<file path="src/rtl/rtc_write_sequencer_if.sv">
// rtl/rtc_write_sequencer_if.sv - multiplexed address/data bus toward the RTC chip
interface rtc_write_sequencer_if;
    logic       cs_n;
    logic       a_d_n;
    logic       wr_n;
    logic       rd_n;
    logic [7:0] ad_out;
    logic       ad_oe;

    modport master (
        output cs_n,
        output a_d_n,
        output wr_n,
        output rd_n,
        output ad_out,
        output ad_oe
    );

    modport slave (
        input cs_n,
        input a_d_n,
        input wr_n,
        input rd_n,
        input ad_out,
        input ad_oe
    );
endinterface

</file>
<file path="src/rtl/rtc_write_sequencer.sv">
// rtl/rtc_write_sequencer.sv - writes nine BCD time/date/timer fields plus a transfer command to the RTC
module rtc_write_sequencer #(
    parameter int         PHASE_CYC = 4,
    parameter logic [7:0] CMD_ADDR  = 8'hF0,
    parameter logic [7:0] CMD_DATA  = 8'hF0
) (
    input  logic                  clk,
    input  logic                  reset,
    input  logic                  start,
    input  logic [8:0]            field_en,
    input  logic [7:0]            seg_C,
    input  logic [7:0]            min_C,
    input  logic [7:0]            hora_C,
    input  logic [7:0]            dia,
    input  logic [7:0]            mes,
    input  logic [7:0]            ano,
    input  logic [7:0]            seg_T,
    input  logic [7:0]            min_T,
    input  logic [7:0]            hora_T,
    output logic                  busy,
    output logic                  done,
    rtc_write_sequencer_if.master bus
);

    typedef enum logic [2:0] {
        S_IDLE,
        S_A_SETUP,
        S_A_STROBE,
        S_A_HOLD,
        S_D_SETUP,
        S_D_STROBE,
        S_D_HOLD,
        S_GAP
    } state_t;

    // Index 9 selects the trailing transfer command rather than a field.
    localparam logic [3:0] CMD_IDX = 4'd9;
    localparam logic [3:0] PH_LAST = 4'(PHASE_CYC - 1);

    state_t     state;
    state_t     state_next;
    logic [3:0] phase_cnt;
    logic       ph_last;
    logic [3:0] cur_idx;
    logic [8:0] rem;
    logic       done_q;
    logic [7:0] snap [0:8];

    logic [8:0] enc_in;
    logic [8:0] enc_onehot;
    logic [3:0] enc_idx;
    logic [7:0] cur_addr;
    logic [7:0] cur_data;

    logic       cs_n_c;
    logic       a_d_n_c;
    logic       wr_n_c;
    logic [7:0] ad_out_c;
    logic       ad_oe_c;

    // Values above 99 cannot be shown on two BCD digits, so they pin at 99.
    function automatic logic [7:0] to_bcd(input logic [7:0] v);
        if (v > 8'd99) begin
            return 8'h99;
        end
        return ((v / 8'd10) << 4) | (v % 8'd10);
    endfunction

    assign ph_last = (phase_cnt == PH_LAST);

    // Lowest pending field: from the live mask when launching, else from what is left of the snapshot.
    always_comb begin
        enc_in     = (state == S_IDLE) ? field_en : rem;
        enc_onehot = enc_in & (~enc_in + 9'd1);
        enc_idx    = 4'd0;
        for (int i = 8; i >= 0; i--) begin
            if (enc_in[i]) begin
                enc_idx = 4'(i);
            end
        end
    end

    // State register; async reset drops the bus immediately.
    always_ff @(posedge clk or posedge reset) begin
        if (reset) begin
            state <= S_IDLE;
        end else begin
            state <= state_next;
        end
    end

    // Phase sequencing; the GAP exit either chains the next transaction or returns to IDLE.
    always_comb begin
        state_next = state;
        case (state)
            S_IDLE:     if (start && (field_en != 9'd0)) state_next = S_A_SETUP;
            S_A_SETUP:  if (ph_last) state_next = S_A_STROBE;
            S_A_STROBE: if (ph_last) state_next = S_A_HOLD;
            S_A_HOLD:   if (ph_last) state_next = S_D_SETUP;
            S_D_SETUP:  if (ph_last) state_next = S_D_STROBE;
            S_D_STROBE: if (ph_last) state_next = S_D_HOLD;
            S_D_HOLD:   if (ph_last) state_next = S_GAP;
            S_GAP:      if (ph_last) state_next = (cur_idx == CMD_IDX) ? S_IDLE : S_A_SETUP;
            default:    state_next = S_IDLE;
        endcase
    end

    // Snapshot capture, field selection, phase timing and the done pulse.
    always_ff @(posedge clk or posedge reset) begin
        if (reset) begin
            phase_cnt <= 4'd0;
            cur_idx   <= 4'd0;
            rem       <= 9'd0;
            done_q    <= 1'b0;
            for (int i = 0; i < 9; i++) begin
                snap[i] <= 8'd0;
            end
        end else begin
            done_q    <= 1'b0;
            phase_cnt <= (state_next != state) ? 4'd0 : phase_cnt + 4'd1;
            if (state == S_IDLE && start) begin
                snap[0] <= to_bcd(seg_C);
                snap[1] <= to_bcd(min_C);
                snap[2] <= to_bcd(hora_C);
                snap[3] <= to_bcd(dia);
                snap[4] <= to_bcd(mes);
                snap[5] <= to_bcd(ano);
                snap[6] <= to_bcd(seg_T);
                snap[7] <= to_bcd(min_T);
                snap[8] <= to_bcd(hora_T);
                if (field_en == 9'd0) begin
                    done_q <= 1'b1;
                end else begin
                    cur_idx <= enc_idx;
                    rem     <= enc_in & ~enc_onehot;
                end
            end
            if (state == S_GAP && ph_last) begin
                if (cur_idx == CMD_IDX) begin
                    done_q <= 1'b1;
                end else if (rem != 9'd0) begin
                    cur_idx <= enc_idx;
                    rem     <= enc_in & ~enc_onehot;
                end else begin
                    cur_idx <= CMD_IDX;
                end
            end
        end
    end

    // Register address and BCD byte of the transaction in flight.
    always_comb begin
        cur_addr = CMD_ADDR;
        cur_data = CMD_DATA;
        case (cur_idx)
            4'd0: begin cur_addr = 8'h21; cur_data = snap[0]; end
            4'd1: begin cur_addr = 8'h22; cur_data = snap[1]; end
            4'd2: begin cur_addr = 8'h23; cur_data = snap[2]; end
            4'd3: begin cur_addr = 8'h24; cur_data = snap[3]; end
            4'd4: begin cur_addr = 8'h25; cur_data = snap[4]; end
            4'd5: begin cur_addr = 8'h26; cur_data = snap[5]; end
            4'd6: begin cur_addr = 8'h41; cur_data = snap[6]; end
            4'd7: begin cur_addr = 8'h42; cur_data = snap[7]; end
            4'd8: begin cur_addr = 8'h43; cur_data = snap[8]; end
            default: begin cur_addr = CMD_ADDR; cur_data = CMD_DATA; end
        endcase
    end

    // Bus pins decoded from the phase; bus value changes only in SETUP phases so wr_n never falls with it.
    always_comb begin
        cs_n_c   = 1'b1;
        a_d_n_c  = 1'b1;
        wr_n_c   = 1'b1;
        ad_out_c = 8'd0;
        ad_oe_c  = 1'b0;
        case (state)
            S_A_SETUP, S_A_HOLD: begin
                cs_n_c = 1'b0; a_d_n_c = 1'b0; ad_oe_c = 1'b1; ad_out_c = cur_addr;
            end
            S_A_STROBE: begin
                cs_n_c = 1'b0; a_d_n_c = 1'b0; ad_oe_c = 1'b1; ad_out_c = cur_addr; wr_n_c = 1'b0;
            end
            S_D_SETUP, S_D_HOLD: begin
                cs_n_c = 1'b0; ad_oe_c = 1'b1; ad_out_c = cur_data;
            end
            S_D_STROBE: begin
                cs_n_c = 1'b0; ad_oe_c = 1'b1; ad_out_c = cur_data; wr_n_c = 1'b0;
            end
            default: begin
                cs_n_c = 1'b1;
            end
        endcase
    end

    assign bus.cs_n   = cs_n_c;
    assign bus.a_d_n  = a_d_n_c;
    assign bus.wr_n   = wr_n_c;
    assign bus.rd_n   = 1'b1;
    assign bus.ad_out = ad_out_c;
    assign bus.ad_oe  = ad_oe_c;
    assign busy       = (state != S_IDLE);
    assign done       = done_q;

endmodule

</file>
<file path="src/flat_wrapper.sv">
// flat-port wrapper written by rule: the top's interface ports become plain ports
module rtc_write_sequencer_flat 
#(
    parameter int         PHASE_CYC = 4,
    parameter logic [7:0] CMD_ADDR  = 8'hF0,
    parameter logic [7:0] CMD_DATA  = 8'hF0
)
  (clk, reset, start, field_en, seg_C, min_C, hora_C, dia, mes, ano, seg_T, min_T, hora_T, busy, done, bus_cs_n, bus_a_d_n, bus_wr_n, bus_rd_n, bus_ad_out, bus_ad_oe);
  rtc_write_sequencer_if bus_i ();
  input  logic clk;
  input  logic reset;
  input  logic start;
  input  logic [8:0] field_en;
  input  logic [7:0] seg_C;
  input  logic [7:0] min_C;
  input  logic [7:0] hora_C;
  input  logic [7:0] dia;
  input  logic [7:0] mes;
  input  logic [7:0] ano;
  input  logic [7:0] seg_T;
  input  logic [7:0] min_T;
  input  logic [7:0] hora_T;
  output logic busy;
  output logic done;
  output wire logic [$bits(bus_i.cs_n)-1:0] bus_cs_n;
  output wire logic [$bits(bus_i.a_d_n)-1:0] bus_a_d_n;
  output wire logic [$bits(bus_i.wr_n)-1:0] bus_wr_n;
  output wire logic [$bits(bus_i.rd_n)-1:0] bus_rd_n;
  output wire logic [$bits(bus_i.ad_out)-1:0] bus_ad_out;
  output wire logic [$bits(bus_i.ad_oe)-1:0] bus_ad_oe;
  assign bus_cs_n = bus_i.cs_n;
  assign bus_a_d_n = bus_i.a_d_n;
  assign bus_wr_n = bus_i.wr_n;
  assign bus_rd_n = bus_i.rd_n;
  assign bus_ad_out = bus_i.ad_out;
  assign bus_ad_oe = bus_i.ad_oe;
  rtc_write_sequencer #(.PHASE_CYC(PHASE_CYC), .CMD_ADDR(CMD_ADDR), .CMD_DATA(CMD_DATA)) u_core (.clk(clk), .reset(reset), .start(start), .field_en(field_en), .seg_C(seg_C), .min_C(min_C), .hora_C(hora_C), .dia(dia), .mes(mes), .ano(ano), .seg_T(seg_T), .min_T(min_T), .hora_T(hora_T), .busy(busy), .done(done), .bus(bus_i));
endmodule
</file>
<file path="config.mk">
export PLATFORM = sky130hd
export DESIGN_NAME = rtc_write_sequencer_flat
export DESIGN_NICKNAME = d
export VERILOG_FILES = /design/src/rtl/rtc_write_sequencer_if.sv /design/src/rtl/rtc_write_sequencer.sv /design/src/flat_wrapper.sv
export SDC_FILE = /design/constraint.sdc
export NUM_CORES = 1
export LEC_CHECK = 0
export BUFFER_PORTS_ARGS = -buffer_cell sky130_fd_sc_hd__buf_2
export CORE_ASPECT_RATIO = 0.6
export CORE_MARGIN = 1
export CORE_UTILIZATION = 55
export CTS_CLUSTER_DIAMETER = 30
export DETAILED_ROUTE_END_ITERATION = 8
export GPL_ROUTABILITY_DRIVEN = 0
export PLACE_DENSITY = 0.75
export SYNTH_ARGS = -nofsm -noshare
export SYNTH_HDL_FRONTEND = slang
export SYNTH_SLANG_ARGS = --single-unit
</file>
<file path="constraint.sdc">
create_clock -name clk -period 5.72 [get_ports clk]
set_input_delay 0.858 -clock clk [delete_from_list [all_inputs] [get_ports clk]]
set_output_delay 0.858 -clock clk [all_outputs]
set_load 0.01 [all_outputs]
</file>
==> flow_results.xml <==
<?xml version="1.0" encoding="UTF-8"?>
<metrics>
  <group name="timing">
    <metric name="fin_worst_skew" unit="ps">9.87</metric>
    <metric name="totalNegativeSetupSlack" unit="ps">0</metric>
    <metric name="setup_ws" unit="ps">2100</metric>
    <metric name="setup_viol" unit="">0</metric>
    <metric name="max_slew.worst_pin.slew" unit="ps">985</metric>
    <metric name="final.hold.worst_slack" unit="ps">419</metric>
    <metric name="post-route-period-util" unit="%">63.2</metric>
    <metric name="final_hold_fails" unit="">0</metric>
    <metric name="final_min_period" unit="ps">3620</metric>
    <metric name="report.final.slew_viol_count" unit="">0</metric>
    <metric name="rsz0062_at_grt" unit="">no</metric>
    <metric name="achievable-frequency" unit="GHz">0.276</metric>
    <metric name="worst_slew_margin_rel" unit="%">34.3</metric>
  </group>
  <group name="global_routing">
    <metric name="grt_pass1_vias" unit="">9020</metric>
    <metric name="globalRoute.totalOverflow" unit="">0</metric>
    <metric name="wire_length_of_the_first_global_routing_pass" unit="mm">46.3</metric>
    <metric name="grtUsageMet3" unit="%">6.17</metric>
    <metric name="grt.busiest_layer" unit="">met1</metric>
    <metric name="use_met1" unit="%">47.0</metric>
    <metric name="globalRouteTotalUtil" unit="%">29.7</metric>
    <metric name="antenna_violations_before_repair" unit="">2</metric>
    <metric name="grt_start_max_net_pins" unit="">79</metric>
    <metric name="globalRouteMet2Util" unit="%">40.5</metric>
  </group>
  <group name="worst_setup_path">
    <metric name="critical-path-slowest-cell" unit="">sky130_fd_sc_hd__dfrtp_1</metric>
    <metric name="worst-endpoint-required" unit="ps">4860</metric>
    <metric name="rrSetupSlack" unit="ps">3000</metric>
    <metric name="worstPathMaxFanout" unit="">30</metric>
    <metric name="slowest_delay" unit="ps">870</metric>
    <metric name="startpoint" unit="">u_core.cur_idx[3]</metric>
    <metric name="timing.critical_path.to_type" unit="">primary output</metric>
    <metric name="timing.critical_path.mode_cell" unit="">sky130_fd_sc_hd__o21ai_0</metric>
    <metric name="worst-setup-path-type" unit="">flop to primary output</metric>
    <metric name="cp_cell_sequence" unit="">nor4b_1 -&gt; a22oi_1 -&gt; o21ai_0 -&gt; nand2_1 -&gt; o21ai_0 -&gt; buf_2</metric>
    <metric name="crit-reg2reg-launch" unit="">u_core.state[0]</metric>
    <metric name="start_kind" unit="">flop</metric>
    <metric name="critPathArrivalTime" unit="ps">2760</metric>
  </group>
  <group name="synth">
    <metric name="async_flop_share" unit="%">100</metric>
    <metric name="syn-num-nets" unit="">1484</metric>
    <metric name="synth_edf_count" unit="">0</metric>
    <metric name="leading_area_contributor_after_synthesis" unit="">sky130_fd_sc_hd__dfrtp_1</metric>
    <metric name="synth-seq-cells" unit="">93</metric>
    <metric name="post_synth_most_frequent_cells" unit="">131 x sky130_fd_sc_hd__nor2_1, 127 x sky130_fd_sc_hd__o21ai_0, 121 x sky130_fd_sc_hd__nand2_1</metric>
    <metric name="synth_area_per_cell" unit="um2">7.32</metric>
    <metric name="post_synthesis_sequential_area_ratio" unit="%">23.0</metric>
    <metric name="yosys_warnings" unit="">0</metric>
    <metric name="ys_types" unit="">93</metric>
    <metric name="netlist_area_before_placement" unit="mm2">0.0101</metric>
    <metric name="postSynth.topFlopCell" unit="">sky130_fd_sc_hd__dfrtp_1</metric>
    <metric name="ys_top_cells_by_area" unit="">sky130_fd_sc_hd__dfrtp_1 23%, sky130_fd_sc_hd__o21ai_0 6.3%, sky130_fd_sc_hd__nor2_1 4.9%</metric>
    <metric name="post-synth-top-area-fraction" unit="%">23.0</metric>
    <metric name="post-synth-top-count-cell" unit="">sky130_fd_sc_hd__nor2_1</metric>
    <metric name="post_synth_inst_count" unit="">1381</metric>
  </group>
  <group name="finish">
    <metric name="layout.nets" unit="">1485</metric>
    <metric name="stdcell_count" unit="">1622</metric>
    <metric name="layout.core_utilization" unit="%">61.7</metric>
    <metric name="fillCellCount" unit="">1591</metric>
    <metric name="final_design_area_no_fill" unit="mm2">0.0108</metric>
    <metric name="signed_area_change_from_the_synthesized_netlist_to_the_final_layout" unit="%">7.06</metric>
    <metric name="layout-drive-gt1-share" unit="%">11.2</metric>
  </group>
  <group name="drt">
    <metric name="post_drt_via_cell_ratio" unit="">6.65</metric>
    <metric name="dr.first_iter.drc_count" unit="">1263</metric>
    <metric name="detail-route-antenna-nets" unit="">0</metric>
    <metric name="wirelength" unit="mm">28.2</metric>
    <metric name="detailroute.via_count" unit="">10800</metric>
    <metric name="remaining_drc_errors" unit="">0</metric>
    <metric name="drt-pass1-iter-count" unit="">8</metric>
    <metric name="post_drt_wl_per_cell" unit="um">17.4</metric>
  </group>
  <group name="clock_tree">
    <metric name="post_cts_sizing" unit="">0</metric>
    <metric name="cts_tree" unit="">yes</metric>
    <metric name="clk-insertion-delay-late" unit="ps">350</metric>
    <metric name="post-cts-setup-buffer-count" unit="">0</metric>
    <metric name="tritoncts.num_buffers" unit="">9</metric>
    <metric name="clkSinkCount" unit="">93</metric>
    <metric name="cts.root.buffer_cell" unit="">sky130_fd_sc_hd__clkbuf_16</metric>
    <metric name="ctsLongestPathBuffers" unit="">2</metric>
    <metric name="ctsHtreeMaxLevel" unit="">3</metric>
    <metric name="ctsHoldBuffers" unit="">0</metric>
    <metric name="clkSlewWorstSetupHoldPaths" unit="ps">70</metric>
  </group>
  <group name="power">
    <metric name="vdd.ir_drop.worst" unit="V">0.000230</metric>
    <metric name="pwr_density_cell" unit="mW/mm2">343</metric>
    <metric name="finalPower" unit="mW">3.71</metric>
    <metric name="power_leakage" unit="nW">4.31</metric>
  </group>
  <group name="die">
    <metric name="core_region_area" unit="mm2">0.0175</metric>
    <metric name="die_width" unit="um">177</metric>
    <metric name="placementRows" unit="">37</metric>
    <metric name="floorplan.initialDensity" unit="%">57.6</metric>
    <metric name="die_area" unit="mm2">0.0189</metric>
    <metric name="floorplan.die.height" unit="um">107</metric>
    <metric name="design.portCount" unit="">99</metric>
  </group>
  <group name="place">
    <metric name="hpwl" unit="mm">20.6</metric>
    <metric name="numPortBuffers" unit="">97</metric>
    <metric name="dpl_worst_slack" unit="ps">2160</metric>
    <metric name="dpl.cell_count" unit="">1605</metric>
    <metric name="dpl-instance-area" unit="mm2">0.0105</metric>
  </group>
  <group name="flow_run">
    <metric name="cap_viol_max_count" unit="">0</metric>
  </group>
  <group name="outcome">
    <metric name="outcome" unit="">finished clean</metric>
  </group>
  <group name="worst_hold_path">
    <metric name="min_path_type" unit="">primary input to async pin</metric>
  </group>
</metrics>
[final cells by class]
cell class / instances / area, um2 / area share (%)
clock buffers: 9 / 225 / 2.08
repair buffers: 104 / 538 / 4.97
inverters: 47 / 179 / 1.65
diodes: 1 / 2.50 / 0.0231
multi-input cells: 1127 / 7130 / 65.9
well taps: 234 / 293 / 2.71
flip-flops and latches: 93 / 2330 / 21.5
clock inverters: 7 / 120 / 1.11
[placed cells by master (no fill, tap or decap), drive strengths merged, types with 35 or more instances in the layout]
| cell | instances |
|---|---|
| o21ai | 136 |
| nor2 | 131 |
| nand2 | 121 |
| buf | 104 |
| dfrtp | 93 |
| a21oi | 83 |
| nor2b | 50 |
| inv | 48 |
| nand2b | 43 |
| nor3 | 41 |
| nand3 | 35 |
[worst paths after layout]
check                                      end  cells after the start
hold / removal                     u_core.done                      2
min in group clk           u_core.phase_cnt[0]                      1
setup reg to reg               u_core.snap[11]                      9
setup / recovery                 bus_ad_out[0]                      6
hold reg to reg            u_core.phase_cnt[0]                      1
max in group asynchronous      u_core.snap[12]                      3
[state kept, by name (all words and copies together), names as in the netlist]
signal,count
u_core.cur_idx,4
u_core.done,1
u_core.phase_cnt,4
u_core.rem,9
u_core.snap,72
u_core.state,3
[metal layers]
metal  vias to the layer above  wire [um]
li1                       5166          -
met1                      5054      13600
met2                       529      11500
met3                        28       2870
met4                         2        313
met5                         -         13
[logic make-up (layout without fill, tap and decap cells)]
logic type | count (synthesis) | count (layout) | synth area share [%]
other | 1 | 2 | 0.0371
multiplexers | 30 | 30 | 3.53
flip-flops | 93 | 93 | 23.0
AO/OA/AOI/OAI | 484 | 484 | 32.4
AND/OR/NAND/NOR | 552 | 552 | 28.6
buffers and inverters | 161 | 167 | 6.41
XOR/XNOR | 38 | 38 | 3.29
adder cells (fa/ha/maj) | 22 | 22 | 2.65
[worst max-delay path: cells and delay by family, from the launching register on]
family	cells	cell delay, ps
AO/OA/AOI/OAI	3	500
buffers and inverters	1	210
flip-flops	1	870
AND/OR/NAND/NOR	2	820
[where the power goes]
group	internal, mW	switching [mW]	leakage [nW]
clock network	0.430	0.269	0.166
registers	0.944	0.296	1.10
logic	0.741	1.03	3.04
total	2.11	1.60	4.31
No activity file was read; power rests on OpenSTA's default activity.
